$ cat src/rtl/pcs_tx_encoder_if.sv
// CGMII-side input word and 66b coded output of the 64b/66b transmit encoder.
// The master drives the CGMII word and clock enable; the encoder answers on the slave side.
interface pcs_tx_encoder_if;
    logic        i_enable;
    logic [63:0] i_tx_data;
    logic [7:0]  i_tx_ctrl;
    logic [65:0] o_tx_coded;
    logic [3:0]  o_t_type;
    logic        o_tx_err;

    modport master (
        output i_enable, i_tx_data, i_tx_ctrl,
        input  o_tx_coded, o_t_type, o_tx_err
    );

    modport slave (
        input  i_enable, i_tx_data, i_tx_ctrl,
        output o_tx_coded, o_t_type, o_tx_err
    );
endinterface

$ cat src/rtl/pcs_tx_encoder.sv
// 100GBASE-R 64b/66b transmit encoder: classifies the registered CGMII word, encodes it,
// and substitutes error blocks when the block sequence is illegal.
//   state   | meaning
//   TX_INIT | after reset, no block sent yet
//   TX_C    | last block was control / idle
//   TX_D    | inside a frame, last block was start or data
//   TX_T    | last block terminated a frame
//   TX_E    | last block was replaced by an error block
module pcs_tx_encoder (
    input  logic               i_clock,
    input  logic               i_reset,
    pcs_tx_encoder_if.slave    if_tx
);
    localparam int LEN_CODED_BLOCK = 66;
    localparam int LEN_TX_DATA     = 64;
    localparam int LEN_TX_CTRL     = 8;

    localparam logic [LEN_CODED_BLOCK-1:0] LBLOCK_T  = {2'b10, 8'h4B, 24'h000001, 4'h0, 28'h0};
    localparam logic [LEN_CODED_BLOCK-1:0] EBLOCK_T  = {2'b10, 8'h1E, {8{7'h1E}}};
    localparam logic [LEN_TX_DATA-1:0]     IDLE_DATA = {8{8'h07}};
    localparam logic [LEN_TX_CTRL-1:0]     IDLE_CTRL = 8'hFF;

    localparam logic [3:0] TT_D = 4'b1000;
    localparam logic [3:0] TT_S = 4'b0100;
    localparam logic [3:0] TT_C = 4'b0010;
    localparam logic [3:0] TT_T = 4'b0001;
    localparam logic [3:0] TT_E = 4'b0000;

    typedef enum logic [2:0] {TX_INIT, TX_C, TX_D, TX_T, TX_E} state_t;

    state_t                     r_state;
    state_t                     w_next;
    logic [LEN_TX_DATA-1:0]     r_tx_data;
    logic [LEN_TX_CTRL-1:0]     r_tx_ctrl;
    logic [LEN_CODED_BLOCK-1:0] r_tx_coded;
    logic [3:0]                 r_t_type;
    logic                       r_tx_err;

    logic [7:0]                 w_byte [8];
    logic [6:0]                 w_char7 [8];
    logic [7:0]                 w_char_ok;
    logic [48:0]                w_chars;
    logic [3:0]                 w_t_type;
    logic [LEN_CODED_BLOCK-1:0] w_block;
    logic [7:0]                 w_tail_mask;
    logic [55:0]                w_dmask;
    logic [48:0]                w_cmask;
    logic [55:0]                w_tpay;

    function automatic logic [7:0] t_block_type(input logic [2:0] n);
        case (n)
            3'd0:    t_block_type = 8'h87;
            3'd1:    t_block_type = 8'h99;
            3'd2:    t_block_type = 8'hAA;
            3'd3:    t_block_type = 8'hB4;
            3'd4:    t_block_type = 8'hCC;
            3'd5:    t_block_type = 8'hD2;
            3'd6:    t_block_type = 8'hE1;
            default: t_block_type = 8'hFF;
        endcase
    endfunction

    // w_char_ok uses the TXC orientation: bit 7 is lane 0
    always_comb begin
        for (int k = 0; k < 8; k++) begin
            w_byte[k]        = r_tx_data[63-8*k -: 8];
            w_char_ok[7-k]   = (w_byte[k] == 8'h07) || (w_byte[k] == 8'hFE);
            w_char7[k]       = (w_byte[k] == 8'hFE) ? 7'h1E : 7'h00;
        end
        w_chars = {w_char7[1], w_char7[2], w_char7[3], w_char7[4], w_char7[5], w_char7[6], w_char7[7]};
    end

    always_comb begin
        w_t_type    = TT_E;
        w_block     = EBLOCK_T;
        w_tail_mask = '0;
        w_dmask     = '0;
        w_cmask     = '0;
        w_tpay      = '0;
        if (r_tx_ctrl == 8'h00) begin
            w_t_type = TT_D;
            w_block  = {2'b01, r_tx_data};
        end else if (r_tx_ctrl == 8'hFF && (&w_char_ok)) begin
            w_t_type = TT_C;
            w_block  = {2'b10, 8'h1E, w_char7[0], w_chars};
        end else if (r_tx_ctrl == 8'h80 && (w_byte[0] == 8'h9C || w_byte[0] == 8'h5C)) begin
            w_t_type = TT_C;
            w_block  = {2'b10, 8'h4B, r_tx_data[55:32], (w_byte[0] == 8'h5C) ? 4'hF : 4'h0, 28'h0};
        end else if (r_tx_ctrl == 8'h80 && w_byte[0] == 8'hFB) begin
            w_t_type = TT_S;
            w_block  = {2'b10, 8'h78, r_tx_data[55:0]};
        end else begin
            // Tn: data bytes left-justified, trailing control chars right-justified, zero gap between
            for (int n = 0; n < 8; n++) begin
                w_tail_mask = 8'hFF >> (n + 1);
                if (r_tx_ctrl == (8'hFF >> n) && w_byte[n] == 8'hFD &&
                    ((w_char_ok | ~w_tail_mask) == 8'hFF)) begin
                    w_dmask  = ~(56'hFF_FFFF_FFFF_FFFF >> (8 * n));
                    w_cmask  = 49'h1_FFFF_FFFF_FFFF >> (7 * n);
                    w_tpay   = (r_tx_data[63:8] & w_dmask) | {7'b0, w_chars & w_cmask};
                    w_t_type = TT_T;
                    w_block  = {2'b10, t_block_type(3'(n)), w_tpay};
                end
            end
        end
    end

    always_comb begin
        w_next = TX_E;
        case (r_state)
            TX_D: begin
                if (w_t_type == TT_D)      w_next = TX_D;
                else if (w_t_type == TT_T) w_next = TX_T;
            end
            TX_E: begin
                if (w_t_type == TT_D || w_t_type == TT_S) w_next = TX_D;
                else if (w_t_type == TT_C)                w_next = TX_C;
                else if (w_t_type == TT_T)                w_next = TX_T;
            end
            default: begin
                if (w_t_type == TT_C)      w_next = TX_C;
                else if (w_t_type == TT_S) w_next = TX_D;
            end
        endcase
    end

    always_ff @(posedge i_clock) begin
        if (i_reset) begin
            r_tx_data  <= IDLE_DATA;
            r_tx_ctrl  <= IDLE_CTRL;
            r_state    <= TX_INIT;
            r_tx_coded <= LBLOCK_T;
            r_t_type   <= TT_E;
            r_tx_err   <= 1'b0;
        end else if (if_tx.i_enable) begin
            r_tx_data  <= if_tx.i_tx_data;
            r_tx_ctrl  <= if_tx.i_tx_ctrl;
            r_state    <= w_next;
            r_tx_coded <= (w_next == TX_E) ? EBLOCK_T : w_block;
            r_t_type   <= w_t_type;
            r_tx_err   <= (w_next == TX_E);
        end
    end

    assign if_tx.o_tx_coded = r_tx_coded;
    assign if_tx.o_t_type   = r_t_type;
    assign if_tx.o_tx_err   = r_tx_err;
endmodule

$ cat src/flat_wrapper.sv
// flat-port wrapper written by rule: the top's interface ports become plain ports
module pcs_tx_encoder_flat 
  (i_clock, i_reset, if_tx_i_enable, if_tx_i_tx_data, if_tx_i_tx_ctrl, if_tx_o_tx_coded, if_tx_o_t_type, if_tx_o_tx_err);
  pcs_tx_encoder_if if_tx_i ();
  input  logic i_clock;
  input  logic i_reset;
  input wire logic [$bits(if_tx_i.i_enable)-1:0] if_tx_i_enable;
  input wire logic [$bits(if_tx_i.i_tx_data)-1:0] if_tx_i_tx_data;
  input wire logic [$bits(if_tx_i.i_tx_ctrl)-1:0] if_tx_i_tx_ctrl;
  output wire logic [$bits(if_tx_i.o_tx_coded)-1:0] if_tx_o_tx_coded;
  output wire logic [$bits(if_tx_i.o_t_type)-1:0] if_tx_o_t_type;
  output wire logic [$bits(if_tx_i.o_tx_err)-1:0] if_tx_o_tx_err;
  assign if_tx_i.i_enable = if_tx_i_enable;
  assign if_tx_i.i_tx_data = if_tx_i_tx_data;
  assign if_tx_i.i_tx_ctrl = if_tx_i_tx_ctrl;
  assign if_tx_o_tx_coded = if_tx_i.o_tx_coded;
  assign if_tx_o_t_type = if_tx_i.o_t_type;
  assign if_tx_o_tx_err = if_tx_i.o_tx_err;
  pcs_tx_encoder u_core (.i_clock(i_clock), .i_reset(i_reset), .if_tx(if_tx_i));
endmodule
$ cat config.mk
export PLATFORM = sky130hd
export DESIGN_NAME = pcs_tx_encoder_flat
export DESIGN_NICKNAME = d
export VERILOG_FILES = /design/src/rtl/pcs_tx_encoder_if.sv /design/src/rtl/pcs_tx_encoder.sv /design/src/flat_wrapper.sv
export SDC_FILE = /design/constraint.sdc
export NUM_CORES = 1
export LEC_CHECK = 0
export ABC_AREA = 0
export CAP_MARGIN = 20
export CORE_MARGIN = 5
export CORE_UTILIZATION = 47
export CTS_CLUSTER_DIAMETER = 200
export DETAILED_ROUTE_END_ITERATION = 16
export PLACE_DENSITY = 0.76
export SETUP_SLACK_MARGIN = 0.3
export SLEW_MARGIN = 20
export SYNTH_ARGS = -nofsm -noshare
export SYNTH_HDL_FRONTEND = slang
export SYNTH_SLANG_ARGS = --single-unit
$ cat constraint.sdc
create_clock -name i_clock -period 2.6 [get_ports i_clock]
set_input_delay 0.26 -clock i_clock [delete_from_list [all_inputs] [get_ports i_clock]]
set_output_delay 0.26 -clock i_clock [all_outputs]
set_load 0.02 [all_outputs]
==> metrics.txt, run 1 <==
# TYPE chip_impl_metric gauge
chip_impl_metric{name="fin_crit",unit="ps"} 2660
chip_impl_metric{name="drt-initial-drc-count",unit=""} 835
chip_impl_metric{name="grt_overflow",unit=""} 0
chip_impl_metric{name="core_area",unit="µm²"} 15800
chip_impl_metric{name="cts_buffers",unit=""} 17
chip_impl_metric{name="synthesis.area_per_instance",unit="µm²"} 8.49
chip_impl_metric{name="drt_first_pass_iters",unit=""} 7
chip_impl_metric{name="layout.core_utilization",unit=""} 0.738
chip_impl_metric{name="syn2layout_area_growth",unit="%"} 54.7
chip_impl_metric{name="ctsHtreeMaxLevel",unit=""} 4
chip_impl_metric{name="setup_violations",unit=""} 41
chip_impl_metric{name="boundaryPins",unit=""} 146
chip_impl_metric{name="post_synth_instance_area",unit="µm²"} 7520
chip_impl_metric{name="die_x",unit="µm"} 137
chip_impl_metric{name="cp.required",unit="ps"} 2940
chip_impl_metric{name="grt.total_usage",unit=""} 0.314
chip_impl_metric{name="filler_cell_count",unit=""} 1218
chip_impl_metric{name="clock_sink_count",unit=""} 146
chip_impl_metric{name="slew_headroom",unit=""} 0.523
chip_impl_metric{name="floorplan.rows",unit=""} 46
chip_impl_info{name="path_class",value="reg2reg"} 1
chip_impl_info{name="setup.worst_path.start_class",value="register"} 1
chip_impl_metric{name="timing.final.max_slew_violations",unit=""} 0
chip_impl_metric{name="yosysSeqAreaShare",unit=""} 0.389
chip_impl_metric{name="fin_worst_hold_slack",unit="ps"} 311
chip_impl_info{name="failed_checks",value="negative setup slack"} 1
chip_impl_metric{name="vias",unit=""} 8556
chip_impl_metric{name="initial_utilization",unit=""} 0.477
chip_impl_metric{name="share_of_flip_flops_with_an_asynchronous_set_or_reset",unit=""} 0
chip_impl_metric{name="die_y",unit="µm"} 137
chip_impl_metric{name="yosys.area.top_type_share",unit=""} 0.389
chip_impl_metric{name="ir_drop",unit="µV"} 420
chip_impl_metric{name="antenna_violating_nets_post_route",unit=""} 0
chip_impl_metric{name="num-nets-final",unit=""} 1255
chip_impl_metric{name="gp_congestion",unit=""} 1.05
chip_impl_metric{name="grt_pass1_vias",unit=""} 8171
chip_impl_info{name="top_cells_by_area_synth",value="dfxtp_1, mux2i_1, nor2_1"} 1
chip_impl_metric{name="clock_path_buffers",unit=""} 2
chip_impl_metric{name="synth-seq-cells",unit=""} 146
chip_impl_metric{name="drive_gt1_frac",unit=""} 0.274
chip_impl_info{name="hold_path.startpoint",value="i_reset"} 1
chip_impl_info{name="reg2reg_to",value="u_core.if_tx.o_tx_coded[54]"} 1
chip_impl_metric{name="grt_first_pass_wirelength",unit="µm"} 45500
chip_impl_metric{name="grt_antenna_before_repair",unit=""} 0
chip_impl_metric{name="cp_max_fo",unit=""} 4
chip_impl_metric{name="insertion_delay",unit="ps"} 430
chip_impl_info{name="synthMostInstantiatedCell",value="dfxtp_1"} 1
chip_impl_metric{name="worst-r2r-cell-count",unit=""} 10
chip_impl_info{name="clock-root-buffer",value="clkbuf_16"} 1
chip_impl_info{name="result_of_the_run",value="complete, but fails checks"} 1
chip_impl_info{name="synthTopCellsByCount",value="dfxtp_1, nor2_1, nand2_1"} 1
chip_impl_metric{name="worst_setup_hold_path_clk_slew",unit="ps"} 60
chip_impl_metric{name="ff2ff_setup_slack",unit="ps"} -60
chip_impl_metric{name="synth.net_count",unit=""} 961
chip_impl_metric{name="arrival_time_at_the_worst_endpoint",unit="ps"} 3010
chip_impl_metric{name="setup_slack",unit="ps"} -64.1
chip_impl_metric{name="place.port_buffers",unit=""} 145
chip_impl_info{name="worst_hold_path_type",value="in2reg"} 1
chip_impl_info{name="tritoncts",value="yes"} 1
chip_impl_metric{name="skew_final",unit="ps"} 8.19
chip_impl_info{name="critPathCaptureType",value="register"} 1
chip_impl_metric{name="grt_max_degree",unit=""} 45
chip_impl_info{name="netlist.top_cell.by_area",value="dfxtp_1"} 1
chip_impl_metric{name="hpwl",unit="µm"} 21500
chip_impl_metric{name="multi_input_area",unit="µm²"} 4860
chip_impl_metric{name="total_leakage_power",unit="nW"} 4.81
chip_impl_metric{name="route.final.wire_length",unit="µm"} 29800
chip_impl_metric{name="maxClockFrequency",unit="GHz"} 0.375
chip_impl_metric{name="synth_enable_flop_cells",unit=""} 0
chip_impl_metric{name="postSynthCellCount",unit=""} 886
chip_impl_metric{name="tightest_slew",unit="ps"} 715
chip_impl_metric{name="die_area",unit="µm²"} 18600
chip_impl_metric{name="final_std_cell_area_no_fill",unit="µm²"} 11600
chip_impl_metric{name="place_area",unit="µm²"} 10300
chip_impl_info{name="ys.flop_type",value="dfxtp_1"} 1
chip_impl_info{name="min_delay_worst_endpoint",value="u_core.r_tx_data[37]"} 1
chip_impl_metric{name="holdPathStages",unit=""} 2
chip_impl_metric{name="hold_viol_final",unit=""} 0
chip_impl_metric{name="wl_per_cell",unit="µm"} 21.1
chip_impl_metric{name="viasPerCell",unit=""} 6.08
chip_impl_info{name="regToRegStartpoint",value="u_core.r_tx_data[36]"} 1
chip_impl_metric{name="detail_route.drc_violations",unit=""} 0
chip_impl_metric{name="synth_cell_types",unit=""} 67
chip_impl_info{name="grt_setup_unrepaired",value="yes"} 1
chip_impl_metric{name="setup_tns",unit="ps"} -753
chip_impl_metric{name="sequential_cell_area",unit="µm²"} 2950
chip_impl_metric{name="ys.warnings.count",unit=""} 0
chip_impl_metric{name="min_period_over_period",unit=""} 1.02
chip_impl_metric{name="powerDensity",unit="nW/µm²"} 505
chip_impl_metric{name="timing.max_cap.violations",unit=""} 0
-- worst max path at each step --
| stage | startpoint | to | depth (start not counted) | slack [ps] |
|---|---|---|---|---|
| 3_5_place_dp | u_core.r_tx_data[37] | u_core.if_tx.o_tx_coded[53] | 9 | -230 |
| 6_report | u_core.r_tx_data[36] | u_core.if_tx.o_tx_coded[54] | 10 | -60 |
| 4_1_cts | u_core.r_tx_data[36] | u_core.if_tx.o_tx_coded[9] | 8 | -70 |
| 5_1_grt | u_core.r_tx_data[36] | u_core.if_tx.o_tx_coded[45] | 9 | -130 |
| 2_1_floorplan | u_core.r_tx_data[33] | u_core.if_tx.o_tx_coded[15] | 10 | 20 |
| 3_3_place_gp | u_core.r_tx_data[37] | u_core.if_tx.o_tx_coded[8] | 8 | -140 |
-- stage by stage --
step / worst slack [ps] / total power, mW / instances
2_1_floorplan: 16.2 / 2.91 / 886
3_3_place_gp: -138 / 3.38 / 1356
3_5_place_dp: -226 / 3.40 / 1356
4_1_cts: -68.4 / 5.81 / 1393
5_1_grt: -132 / 6.04 / 1407
6_report: -64.1 / 5.87 / 1408
-- layout make-up --
class | instances | area share
diodes | 1 | 0.000215
clock buffers | 21 | 0.0396
clock inverters | 9 | 0.00925
inverters | 7 | 0.00226
multi-input cells | 677 | 0.418
flip-flops and latches | 146 | 0.253
well taps | 216 | 0.0232
repair buffers | 331 | 0.254
-- repair_timing --
action                                  in CTS  in global routing
cloned                                       2                  0
endpoints found under the setup margin      72                 72
resized for setup                           61                 65
setup buffers                                5                 13
hold buffers                                 0                  0
hold endpoints to repair                     0                  0
pin swaps                                   24                 32
-- state kept, by name, indices dropped and copies added, names as in the netlist --
register	cells
u_core.if_tx.o_tx_err	1
u_core.r_tx_data	64
u_core.r_state	3
u_core.if_tx.o_tx_coded	66
u_core.if_tx.o_t_type	4
u_core.r_tx_ctrl	8
-- kinds of logic (layout without fill, tap and decap cells) --
logic type                count (synthesis)  after routing  share of synthesized area
muxes                                    74             74                     0.0985
DFF                                     146            146                      0.389
buffers and inverters                    65            368                     0.0364
xor gates and xnor gates                  1              1                    0.00116
and+or+nand+nor                         373            375                      0.253
other                                     0              1                          0
AOI/OAI and AO/OA                       227            227                      0.223
-- layer usage --
metal,vias up,GRT usage,part of all wire
li1,3921,-,-
met1,4108,0.441,0.44
met2,457,0.486,0.45
met3,70,0.0540,0.081
met4,0,0.113,0.025
met5,-,0,0
-- report_power, final --
part | switching (mW) | leakage, nW | total [mW] | internal, mW
clock network | 0.979 | 0.283 | 2.43 | 1.45
logic | 0.478 | 3.32 | 0.962 | 0.485
registers | 0.119 | 1.21 | 2.48 | 2.36
total | 1.57 | 4.81 | 5.87 | 4.29
-- cell usage in the layout (no fill, tap or decap), drive strengths merged, types with 21 or more instances in the layout --
cell type,n
clkbuf,21
a22o,39
nor2,106
nor3,21
dfxtp,146
clkdlybuf4s50,143
a21oi,35
o21ai,33
nand2,99
buf,188
mux2i,74
-- critical path: stages, from the launching register on --
cell      delay [ps]
dfxtp_2          340
nand4_1          150
buf_4            180
or4_4            490
nor4b_4          320
buf_4            180
nor2_1            70
a21oi_2          170
o2111a_2         330
a32oi_2          100
o31ai_4          260
No activity file was read; power rests on OpenSTA's default activity.
==> inputs of run 2 (changes only) <==
CAP_MARGIN = 10   (was 20)
CORE_MARGIN = not set   (was 5)
==> run 2 against run 1 <==
The run still ends with negative setup slack left. Hold slack worse by 170 ps. Register-to-register slack got worse by 50 ps. Sequential cell count stayed put. Cell count is 0.50% lower. Maximum frequency fell by 1.9%. Setup slack worse by 50 ps. Clock power is 7% higher. Global-route usage grew 4.7 points. Non-clock buffer count fell by 3. Critical path depth grew 1. Power increased by 2.6%. Critical endpoint is now u_core.if_tx.o_tx_coded[2].
==> metrics.txt, run 2 (synthesis gave the netlist of run 1 again) <==
# TYPE chip_impl_metric gauge
chip_impl_info{name="final_cell_mix",value="buf_4, clkdlybuf4s50_1, dfxtp_1"} 1
chip_impl_metric{name="hpwl",unit="µm"} 21300
chip_impl_metric{name="n_antenna_cell",unit=""} 0
chip_impl_metric{name="fin_worst_hold_slack",unit="ps"} 146
chip_impl_metric{name="num-nets-final",unit=""} 1252
chip_impl_info{name="result_of_the_run",value="complete, but fails checks"} 1
chip_impl_metric{name="worst_setup_hold_path_clk_slew",unit="ps"} 60
chip_impl_metric{name="core_area",unit="µm²"} 15400
chip_impl_info{name="path_class",value="reg2reg"} 1
chip_impl_metric{name="timing.final.max_slew_violations",unit=""} 0
chip_impl_metric{name="fin_crit",unit="ps"} 2710
chip_impl_info{name="path_cells",value="and4_1, nand3b_1, buf_4, nor2_1, buf_4, nor2_1, o211ai_1, buf_4, a211o_1, a211o_1, o221ai_1"} 1
chip_impl_metric{name="route.final.wire_length",unit="µm"} 29600
chip_impl_metric{name="boundaryPins",unit=""} 146
chip_impl_metric{name="clock_sink_count",unit=""} 146
chip_impl_metric{name="insertion_delay",unit="ps"} 430
chip_impl_metric{name="grt_first_pass_wirelength",unit="µm"} 45500
chip_impl_metric{name="drive_gt1_frac",unit=""} 0.267
chip_impl_metric{name="setup_slack",unit="ps"} -114
chip_impl_metric{name="timing.max_cap.violations",unit=""} 0
chip_impl_metric{name="initial_utilization",unit=""} 0.488
chip_impl_metric{name="slew_headroom",unit=""} 0.395
chip_impl_info{name="setup.worst_path.start_class",value="register"} 1
chip_impl_metric{name="cts_buffers",unit=""} 17
chip_impl_metric{name="min_period_over_period",unit=""} 1.04
chip_impl_metric{name="grt_antenna_before_repair",unit=""} 0
chip_impl_info{name="reg2reg_to",value="u_core.if_tx.o_tx_coded[2]"} 1
chip_impl_metric{name="gp_congestion",unit=""} 0.969
chip_impl_metric{name="grt_pass1_vias",unit=""} 8221
chip_impl_metric{name="hold_viol_final",unit=""} 0
chip_impl_metric{name="post_cts_hold_buffer_count",unit=""} 0
chip_impl_info{name="worst_hold_path_type",value="in2reg"} 1
chip_impl_metric{name="worst-r2r-cell-count",unit=""} 11
chip_impl_metric{name="die_x",unit="µm"} 129
chip_impl_metric{name="drt_first_pass_iters",unit=""} 6
chip_impl_metric{name="grt.total_usage",unit=""} 0.362
chip_impl_metric{name="cp_max_fo",unit=""} 5
chip_impl_metric{name="powerDensity",unit="nW/µm²"} 517
chip_impl_metric{name="viasPerCell",unit=""} 6.18
chip_impl_metric{name="largest_reg_flops",unit=""} 66
chip_impl_info{name="critical_path.startpoint",value="u_core.r_tx_ctrl[3]"} 1
chip_impl_metric{name="detail_route.drc_violations",unit=""} 0
chip_impl_metric{name="die_area",unit="µm²"} 16500
chip_impl_metric{name="maxClockFrequency",unit="GHz"} 0.368
chip_impl_metric{name="tightest_slew",unit="ps"} 900
chip_impl_metric{name="final_std_cell_area_no_fill",unit="µm²"} 11700
chip_impl_info{name="tritoncts",value="yes"} 1
chip_impl_info{name="critical_path.most_common_cell",value="buf_4"} 1
chip_impl_metric{name="place_area",unit="µm²"} 10300
chip_impl_info{name="cpMaxStageDelayCell",value="a211o_1"} 1
chip_impl_metric{name="grt_overflow",unit=""} 0
chip_impl_info{name="grt_setup_unrepaired",value="yes"} 1
chip_impl_info{name="failed_checks",value="negative setup slack"} 1
chip_impl_metric{name="drt-initial-drc-count",unit=""} 894
chip_impl_metric{name="wl_per_cell",unit="µm"} 21.1
chip_impl_info{name="endpoint",value="u_core.if_tx.o_tx_coded[2]"} 1
chip_impl_metric{name="total_leakage_power",unit="nW"} 4.84
chip_impl_info{name="final_common_cell",value="buf_4"} 1
chip_impl_info{name="critPathCaptureType",value="register"} 1
chip_impl_metric{name="arrival_time_at_the_worst_endpoint",unit="ps"} 3050
chip_impl_metric{name="ctsHtreeMaxLevel",unit=""} 4
chip_impl_metric{name="floorplan.rows",unit=""} 45
chip_impl_metric{name="ff2ff_setup_slack",unit="ps"} -110
chip_impl_metric{name="setup_violations",unit=""} 42
chip_impl_info{name="regToRegStartpoint",value="u_core.r_tx_ctrl[3]"} 1
chip_impl_metric{name="grt_max_degree",unit=""} 45
chip_impl_metric{name="skew_final",unit="ps"} 8.74
chip_impl_metric{name="clock_path_buffers",unit=""} 2
chip_impl_metric{name="ir_drop",unit="µV"} 466
chip_impl_metric{name="place.port_buffers",unit=""} 145
chip_impl_metric{name="antenna_violating_nets_post_route",unit=""} 0
chip_impl_metric{name="vias",unit=""} 8655
chip_impl_metric{name="cp.required",unit="ps"} 2930
chip_impl_info{name="clock-root-buffer",value="clkbuf_16"} 1
chip_impl_metric{name="timing.critical_path.slowest_cell_delay",unit="ps"} 380
chip_impl_metric{name="die_y",unit="µm"} 129
chip_impl_metric{name="syn2layout_area_growth",unit="%"} 54.9
[run 2: cell count changes in the layout (fill, tap and decap cells not counted), moves of 3 or more]
cell / change
buf_4: -6
buf_6: +5
dfxtp_1: +3
inv_6: +3
o221ai_1: +3
o221ai_2: -3
[run 2: stage by stage]
stage,setup TNS (ps),power [mW],std cells,setup slack [ps],utilization
final,-1660,6.02,1401,-114,0.755
after global routing,-6910,6.21,1401,-176,0.755
after CTS,-1880,5.98,1395,-87.5,0.739
after detailed placement,-6150,3.39,1349,-147,0.668
after global placement,-2100,3.38,1349,-107,0.668
after floorplan,0,2.91,886,16.2,-
[run 2: timing repair]
action	4_1_cts	5_1_grt
buffers inserted	12	4
setup endpoints to repair	72	72
resized for setup	89	38
gates cloned	2	1
pin swaps	40	25
[run 2: per-layer routing]
layer | wire, µm | vias to the layer above | track usage
met5 | 0 | - | 0
met2 | 13300 | 536 | 0.564
met1 | 12400 | 4107 | 0.496
met4 | 1080 | 0 | 0.145
li1 | - | 3921 | -
met3 | 2760 | 91 | 0.0632
[run 2: how the worst min path moves through the flow]
stage                                startpoint                           to  slack (ps)  cells after the start
finish                                  i_reset         u_core.r_tx_data[45]         150                      2
detailed placement  u_core.if_tx.o_tx_coded[49]  u_core.if_tx.o_tx_coded[49]         460                      2
floorplan                   if_tx_i_tx_data[10]         u_core.r_tx_data[10]         390                      2
CTS                                     i_reset         u_core.r_tx_data[45]         140                      2
global route                            i_reset         u_core.r_tx_data[45]         160                      2
global placement    u_core.if_tx.o_tx_coded[54]  u_core.if_tx.o_tx_coded[54]         450                      2
[run 2: critical path: cells and delay by family, from the launching register on]
| family | cells | cell delay (ps) |
|---|---|---|
| flops | 1 | 310 |
| compound gates | 4 | 1060 |
| simple gates | 4 | 750 |
| buf+inv | 3 | 500 |
[run 2: area by class of cell]
cell class                      instances  area (µm²)
Fill cell                            1143        3770
Timing Repair Buffer                  328        2930
Multi-Input combinational cell        677        4880
Clock buffer                           21         470
Tap cell                              211         264
Sequential cell                       146        2940
Inverter                                7        26.3
Clock inverter                         11         150
[run 2: power breakdown]
group	internal (mW)	switching, mW
Sequential	2.36	0.116
Combinational	0.467	0.484
Clock	1.59	1.01
Total	4.42	1.61
